**config.mk**
```make
export PLATFORM = sky130hd
export DESIGN_NAME = mem_wb
export DESIGN_NICKNAME = d
export VERILOG_FILES = /design/src/rtl/mem_wb.sv
export SDC_FILE = /design/constraint.sdc
export NUM_CORES = 1
export LEC_CHECK = 0
export ABC_CLOCK_PERIOD_IN_PS = 2900
export BUFFER_PORTS_ARGS = -buffer_cell sky130_fd_sc_hd__buf_4
export CAP_MARGIN = 0
export CORE_MARGIN = 5
export CORE_UTILIZATION = 35
export DETAILED_ROUTE_END_ITERATION = 10
export SLEW_MARGIN = 20
export SYNTH_ARGS = -nofsm -noshare
export SYNTH_HDL_FRONTEND = slang
export SYNTH_SLANG_ARGS = --single-unit
```
**constraint.sdc**
```tcl
create_clock -name clk -period 2.9 [get_ports clk]
set_input_delay 0.145 -clock clk [delete_from_list [all_inputs] [get_ports clk]]
set_output_delay 0.145 -clock clk [all_outputs]
set_load 0.02 [all_outputs]
```
**src/rtl/mem_wb.sv**
```systemverilog
// mem_wb: mem/write-back pipeline register with load formatting and retired-instruction counter
module mem_wb #(
  parameter logic [31:0] NOP_INST = 32'h0000_0013,
  parameter logic [6:0]  LOAD_OPC = 7'b0000011
) (
  input  logic        clk,
  input  logic        rstn,
  input  logic        valid_i,
  input  logic [31:0] inst_i,
  input  logic [31:0] instaddr_i,
  input  logic        regs_wen_i,
  input  logic [4:0]  rd_addr_i,
  input  logic [31:0] rd_data_i,
  input  logic [1:0]  mem_addr_lo_i,
  input  logic        hold_i,
  input  logic        flush_i,
  output logic        valid_o,
  output logic [31:0] inst_o,
  output logic [31:0] instaddr_o,
  output logic        regs_wen_o,
  output logic [4:0]  rd_addr_o,
  output logic [31:0] rd_data_o,
  output logic        misalign_o,
  output logic [63:0] instret_o
);
  logic        valid_q, valid_d;
  logic [31:0] inst_q, inst_d;
  logic [31:0] instaddr_q, instaddr_d;
  logic        wen_q, wen_d;
  logic [4:0]  rd_addr_q, rd_addr_d;
  logic [31:0] rd_data_q, rd_data_d;
  logic        mis_q, mis_d;
  logic [63:0] instret_q, instret_d;
  logic [2:0]  f3;
  logic        is_load, mis, rsv;
  logic [7:0]  lb;
  logic [15:0] lh;
  logic [31:0] fmt;
  // Load lane selection, extension and fault classification of the incoming instruction
  always_comb begin
    f3 = inst_i[14:12];
    is_load = inst_i[6:0] == LOAD_OPC;
    lb = 8'(rd_data_i >> {mem_addr_lo_i, 3'b000});
    lh = mem_addr_lo_i[1] ? rd_data_i[31:16] : rd_data_i[15:0];
    mis = is_load & (((f3[1:0] == 2'b01) & mem_addr_lo_i[0]) | ((f3 == 3'b010) & (mem_addr_lo_i != 2'b00)));
    rsv = is_load & ((f3 == 3'b011) | (f3[2:1] == 2'b11));
    fmt = !is_load       ? rd_data_i :
          (mis | rsv)    ? 32'h0 :
          (f3 == 3'b000) ? {{24{lb[7]}}, lb} :
          (f3 == 3'b100) ? {24'h0, lb} :
          (f3 == 3'b001) ? {{16{lh[15]}}, lh} :
          (f3 == 3'b101) ? {16'h0, lh} :
                           rd_data_i;
  end
  // Next-state: flush or invalid capture inserts a bubble, hold freezes all but the misalign pulse
  always_comb begin
    valid_d = valid_q;
    inst_d = inst_q;
    instaddr_d = instaddr_q;
    wen_d = wen_q;
    rd_addr_d = rd_addr_q;
    rd_data_d = rd_data_q;
    mis_d = 1'b0;
    instret_d = instret_q;
    if (flush_i || (!hold_i && !valid_i)) begin
      valid_d = 1'b0;
      inst_d = NOP_INST;
      instaddr_d = 32'h0;
      wen_d = 1'b0;
      rd_addr_d = 5'h0;
      rd_data_d = 32'h0;
    end else if (!hold_i) begin
      valid_d = 1'b1;
      inst_d = inst_i;
      instaddr_d = instaddr_i;
      wen_d = regs_wen_i & (rd_addr_i != 5'h0) & !mis & !rsv;
      rd_addr_d = rd_addr_i;
      rd_data_d = fmt;
      mis_d = mis;
      instret_d = instret_q + {63'h0, !mis};
    end
  end
  // State register with synchronous active-low reset to the bubble state
  always_ff @(posedge clk) begin
    if (!rstn) begin
      valid_q <= 1'b0;
      inst_q <= NOP_INST;
      instaddr_q <= 32'h0;
      wen_q <= 1'b0;
      rd_addr_q <= 5'h0;
      rd_data_q <= 32'h0;
      mis_q <= 1'b0;
      instret_q <= 64'h0;
    end else begin
      valid_q <= valid_d;
      inst_q <= inst_d;
      instaddr_q <= instaddr_d;
      wen_q <= wen_d;
      rd_addr_q <= rd_addr_d;
      rd_data_q <= rd_data_d;
      mis_q <= mis_d;
      instret_q <= instret_d;
    end
  end
  assign valid_o = valid_q;
  assign inst_o = inst_q;
  assign instaddr_o = instaddr_q;
  assign regs_wen_o = wen_q;
  assign rd_addr_o = rd_addr_q;
  assign rd_data_o = rd_data_q;
  assign misalign_o = mis_q;
  assign instret_o = instret_q;
endmodule

```
# Word-level counts from Yosys, hierarchy flattened
# Cells that the tools add are included.
word_totals:
  reg_bits: 168
  input_bits: 109
  output_inout_bits: 168
  elab_cells: 50
op_classes:
  add_sub_neg: 1
  eq_ne: 8
  shifts: 1
  muxes: 7
  bitwise: 13
  n_reduce_logical: 12
op_table:
  columns: ["operator", "n"]
  rows:
  - ["$mux 32", 6]
  - ["$add 64x1->64", 1]
  - ["$shr 32x5->8", 1]
  - ["$mux 16", 1]
  - ["$and 1x1->1", 7]
  - ["$eq 7x2->1 const B", 1]
  - ["$eq 3x2->1 const B", 2]
  - ["$eq 3x3->1 const B", 2]
  - ["$reduce_bool 5->1", 1]
  - ["$logic_not 1->1", 4]
  - ["$eq 3x1->1 const B", 1]
  - ["$logic_not 3->1", 1]
  - ["$not 1->1", 3]
  - ["$or 1x1->1", 3]
  - ["$reduce_or 3->1", 1]
  - ["$eq 2x1->1 const B", 1]
  - ["$eq 2x2->1 const B", 1]
  - ["$reduce_and 2->1", 1]
  - ["$reduce_bool 2->1", 1]
  - ["$reduce_or 2->1", 1]
  - ["$logic_and 1x1->1", 1]
  - ["$logic_or 1x1->1", 1]

# Longest topological paths before layout
depth:
  word_depth: 7
  depth_mapped: 12
  ltp_nobuf: 10

# Least setup slack after synthesis
# Ideal clock, no wire load.
synth_timing:
  path_kind: "input -> register"
  startpoint: "in inst_i[3]"
  endpoint: "reg instret_q[24], in the netlist instret_o[24]"
  setup_time_ns: 0.128
  arrival_ns: 2.401
  t_required_ns: 2.772
  setup_slack_ns: 0.371
  cell_stages: 12
  path_buffers: 2
  cell_sequence: "nor4_2 > nand3_1 > clkbuf_1 > a21o_1 > ha_1 > ha_1 > and4bb_2 > nand4_1 > clkbuf_1 > nor4_1 > xnor2_1 > nor2_1"
synth_via:
  elab_chain_len: 4
synth_lines:
  columns: ["item", "line", "text"]
  rows:
  - ["from (decl)", "9", "input logic [31:0] inst_i,"]
  - ["$eq 7x2->1", "42", "is_load = inst_i[6:0] == LOAD_OPC;"]
  - ["$and 1x1->1", "45", "mis = is_load & (((f3[1:0] == 2'b01) & mem_addr_lo_i[0]) | ((f3 == 3'b010) & (mem_addr_lo_i != 2'b00)));"]
  - ["$logic_not 1->1", "80", "instret_d = instret_q + {63'h0, !mis};"]
  - ["$add 64x1->64", "80", null]
  - ["to (signal assigned)", "102", "instret_q <= instret_d;"]
  - ["to (decl)", "33", "logic [63:0] instret_q, instret_d;"]
# Every way passes these cells.
# A chain may end at the register's enable or synchronous reset.

# Worst setup path in the final report
layout_timing:
  startpoint: "in inst_i[2]"
  endpoint: "reg instret_q[62], in the netlist instret_o[62]"
# The elaborated chain is that of the path after synthesis.

==> impl_metrics.json <==
{
  "total_power_mw": 5.186,
  "startpoint_type": "input port",
  "worst-path-max-fanout": 12,
  "core.rowCount": 54,
  "finClkSkew_ns": 0.01002,
  "fin_tns_setup_ns": 0,
  "grt_pass1_vias": 7175,
  "hold_class": "input port to flop",
  "cts_root_buffer": "clkbuf_16",
  "crit_type": "input port to flop",
  "drt-pass1-iter-count": 5,
  "path_clk_slew_ns": 0.07,
  "drc": 0,
  "p_leak_nw": 4.870,
  "antenna_found_initial": 0,
  "htreeDepth": 4,
  "clock-sinks": 168,
  "grt_use_total_pct": 19.12,
  "worstPathRequired_ns": 3.24,
  "fin_ws_ns": 0.2131,
  "ff2ff_setup_slack_ns": 0.61,
  "outcome": "finished, final reports clean",
  "die_width_um": 158.2,
  "report.final.setup_viol": 0,
  "drive_above_1_share_pct": 30.50,
  "port_buffers": 276,
  "dpl.hpwl_mm": 17.68,
  "drtIter0Drc": 407,
  "post-route-period-util_pct": 92.65,
  "ys_warn_count": 0,
  "core_mm2": 0.02176,
  "routed_via_density": 5.139,
  "synth_cell_types": 54,
  "postPlaceCellArea_mm2": 0.01002,
  "num_io_pins": 277,
  "routabilityCongestion": 0.8103,
  "stdcell_area_mm2": 0.01132,
  "whs_ns": 0.01748,
  "final_util_pct": 52.01,
  "max_slew_margin_pct": 46.28,
  "final_cells": 1457,
  "cts_tree": "yes",
  "totalWireLength_mm": 25.19,
  "finalHoldViolations": 0,
  "clockBufferDepth": 2,
  "dieArea_mm2": 0.02503,
  "netlist.area_leader.share_pct": 43.74,
  "synth-edff-count": 0,
  "drv_slew": 0,
  "ys_seq_elements": 168,
  "vias": 7488,
  "grt_max_degree": 125,
  "grt_pass1_wl_mm": 38.41,
  "synth_area_mm2": 0.007689,
  "cp.arrival_ns": 3.03,
  "synth_ff_type": "dfxtp_1",
  "clk_latency_ns": 0.42,
  "ant_nets": 0,
  "ir_drop_v": 0.0003380,
  "yosys-top-cells-count": "168 x dfxtp_1, 124 x nor2_1, 83 x mux2i_1, 55 x nand2_1",
  "place_ws_ns": 0.2596,
  "cts_resized": 0,
  "numCtsBuffers": 17,
  "postSynth.asyncResetShare_pct": 0,
  "area_growth_pct": 47.18,
  "rsz0062_at_grt": "no",
  "nets": 1276,
  "dp.cells": 1352,
  "synthCells": 833,
  "drv_cap": 0,
  "power.density_mw_per_mm2": 458.3,
  "routedWlPerCell_um": 17.29,
  "grt.overflow.total": 0,
  "antennaDiodeCount": 0,
  "dieHeight_um": 158.2,
  "start_util_pct": 35.34,
  "synth_top_area_cell": "dfxtp_1",
  "tightest_slew_ns": 0.8058,
  "synth-seq-area-share_pct": 43.74,
  "syn_avg_cell_area_um2": 9.230,
  "yosysMostFrequentCell": "dfxtp_1",
  "max_freq_ghz": 0.3722,
  "endpoint_kind": "flop",
  "synth_nets": 944,
  "synth_area_leaders": "dfxtp_1 44%, mux2i_1 11%, nor2_1 6.1%",
  "min_period_ns": 2.687
}
==> logic make-up (layout without fill, tap and decap cells) <==
group / after synthesis / after routing / synth area share (%)
adder cells (fa/ha/maj): 2 / 2 / 0.3254
flip-flops: 168 / 168 / 43.74
XOR/XNOR: 39 / 39 / 4.443
AND/OR/NAND/NOR: 344 / 344 / 24.51
buffers and inverters: 85 / 429 / 4.378
AO/OA/AOI/OAI: 103 / 103 / 9.162
multiplexers: 92 / 92 / 13.44
==> registers in the layout, indices dropped and copies added, names as in the netlist <==
name / flops
valid_o: 1
instret_o: 64
rd_addr_o: 5
inst_o: 32
rd_data_o: 32
instaddr_o: 32
misalign_o: 1
regs_wen_o: 1
==> repair_timing <==
action                                  in CTS  in global routing
hold buffers                                73                  0
endpoints found under the hold margin       73                  0
endpoints found under the setup margin       0                  2
setup buffers                                0                  1
==> path summary, 6_finish.rpt <==
path / start / endpoint / cells past startpoint
worst min register to register: valid_o$_SDFFE_PP0N_ / valid_o$_SDFFE_PP0N_ / 2
worst min-delay path: rd_data_i[31] / rd_data_o[31]$_SDFFE_PP0N_ / 3
worst max register to register: instret_o[8]$_SDFFE_PN0P_ / instret_o[51]$_SDFFE_PN0P_ / 5
worst max-delay path: inst_i[2] / instret_o[62]$_SDFFE_PN0P_ / 13
==> where the power goes <==
part	internal (mW)	total (mW)	switching (mW)
sequential	2.35	2.38	0.0246
clock	1.19	2.18	0.991
combinational	0.327	0.633	0.306
total	3.86	5.19	1.32
==> layout by cell type, fill, tap and decap left out, drive strengths merged, types with 11 or more instances in the layout <==
cell | synthesis | final
nor2b | 13 | 13
nor4 | 17 | 17
inv | 33 | 36
xnor2 | 22 | 22
a221oi | 31 | 31
nand2 | 55 | 55
dfxtp | 168 | 168
mux2i | 83 | 83
dlygate4sd3 | 0 | 73
buf | 18 | 291
xor2 | 17 | 17
o21ai | 19 | 19
nor3 | 19 | 19
nand4 | 35 | 35
clkbuf | 33 | 18
or3 | 17 | 17
nand3 | 16 | 16
a21oi | 32 | 32
and4 | 11 | 11
nor2 | 124 | 124
==> area by class of cell <==
class / instances / area, um2
clock inverters: 13 / 123.9
repair buffers: 364 / 2928
fillers: 2026 / 10440
flip-flops and latches: 168 / 3363
well taps: 280 / 350.3
multi-input cells: 580 / 3994
clock buffers: 18 / 429.2
inverters: 34 / 127.6
==> per-layer routing <==
layer	up-vias	GRT usage (%)	wire length, um
met2	253	30.74	12050
met3	37	4.210	1727
met4	0	6.499	604
met1	3545	25.50	10810
li1	3653	-	-
met5	-	0	0
==> worst max-delay path, cell delays in order <==
cell and delay [ns]:
dlygate4sd3_1 0.55, buf_4 0.12, nor2b_1 0.06, nand3_1 0.13, a21o_1 0.18, ha_1 0.22, ha_1 0.19, nand4bb_1 0.14
nor4_2 0.41, nand4_1 0.18, buf_4 0.22, or3_1 0.34, a21oi_1 0.14
(Power assumes the default switching activity.)
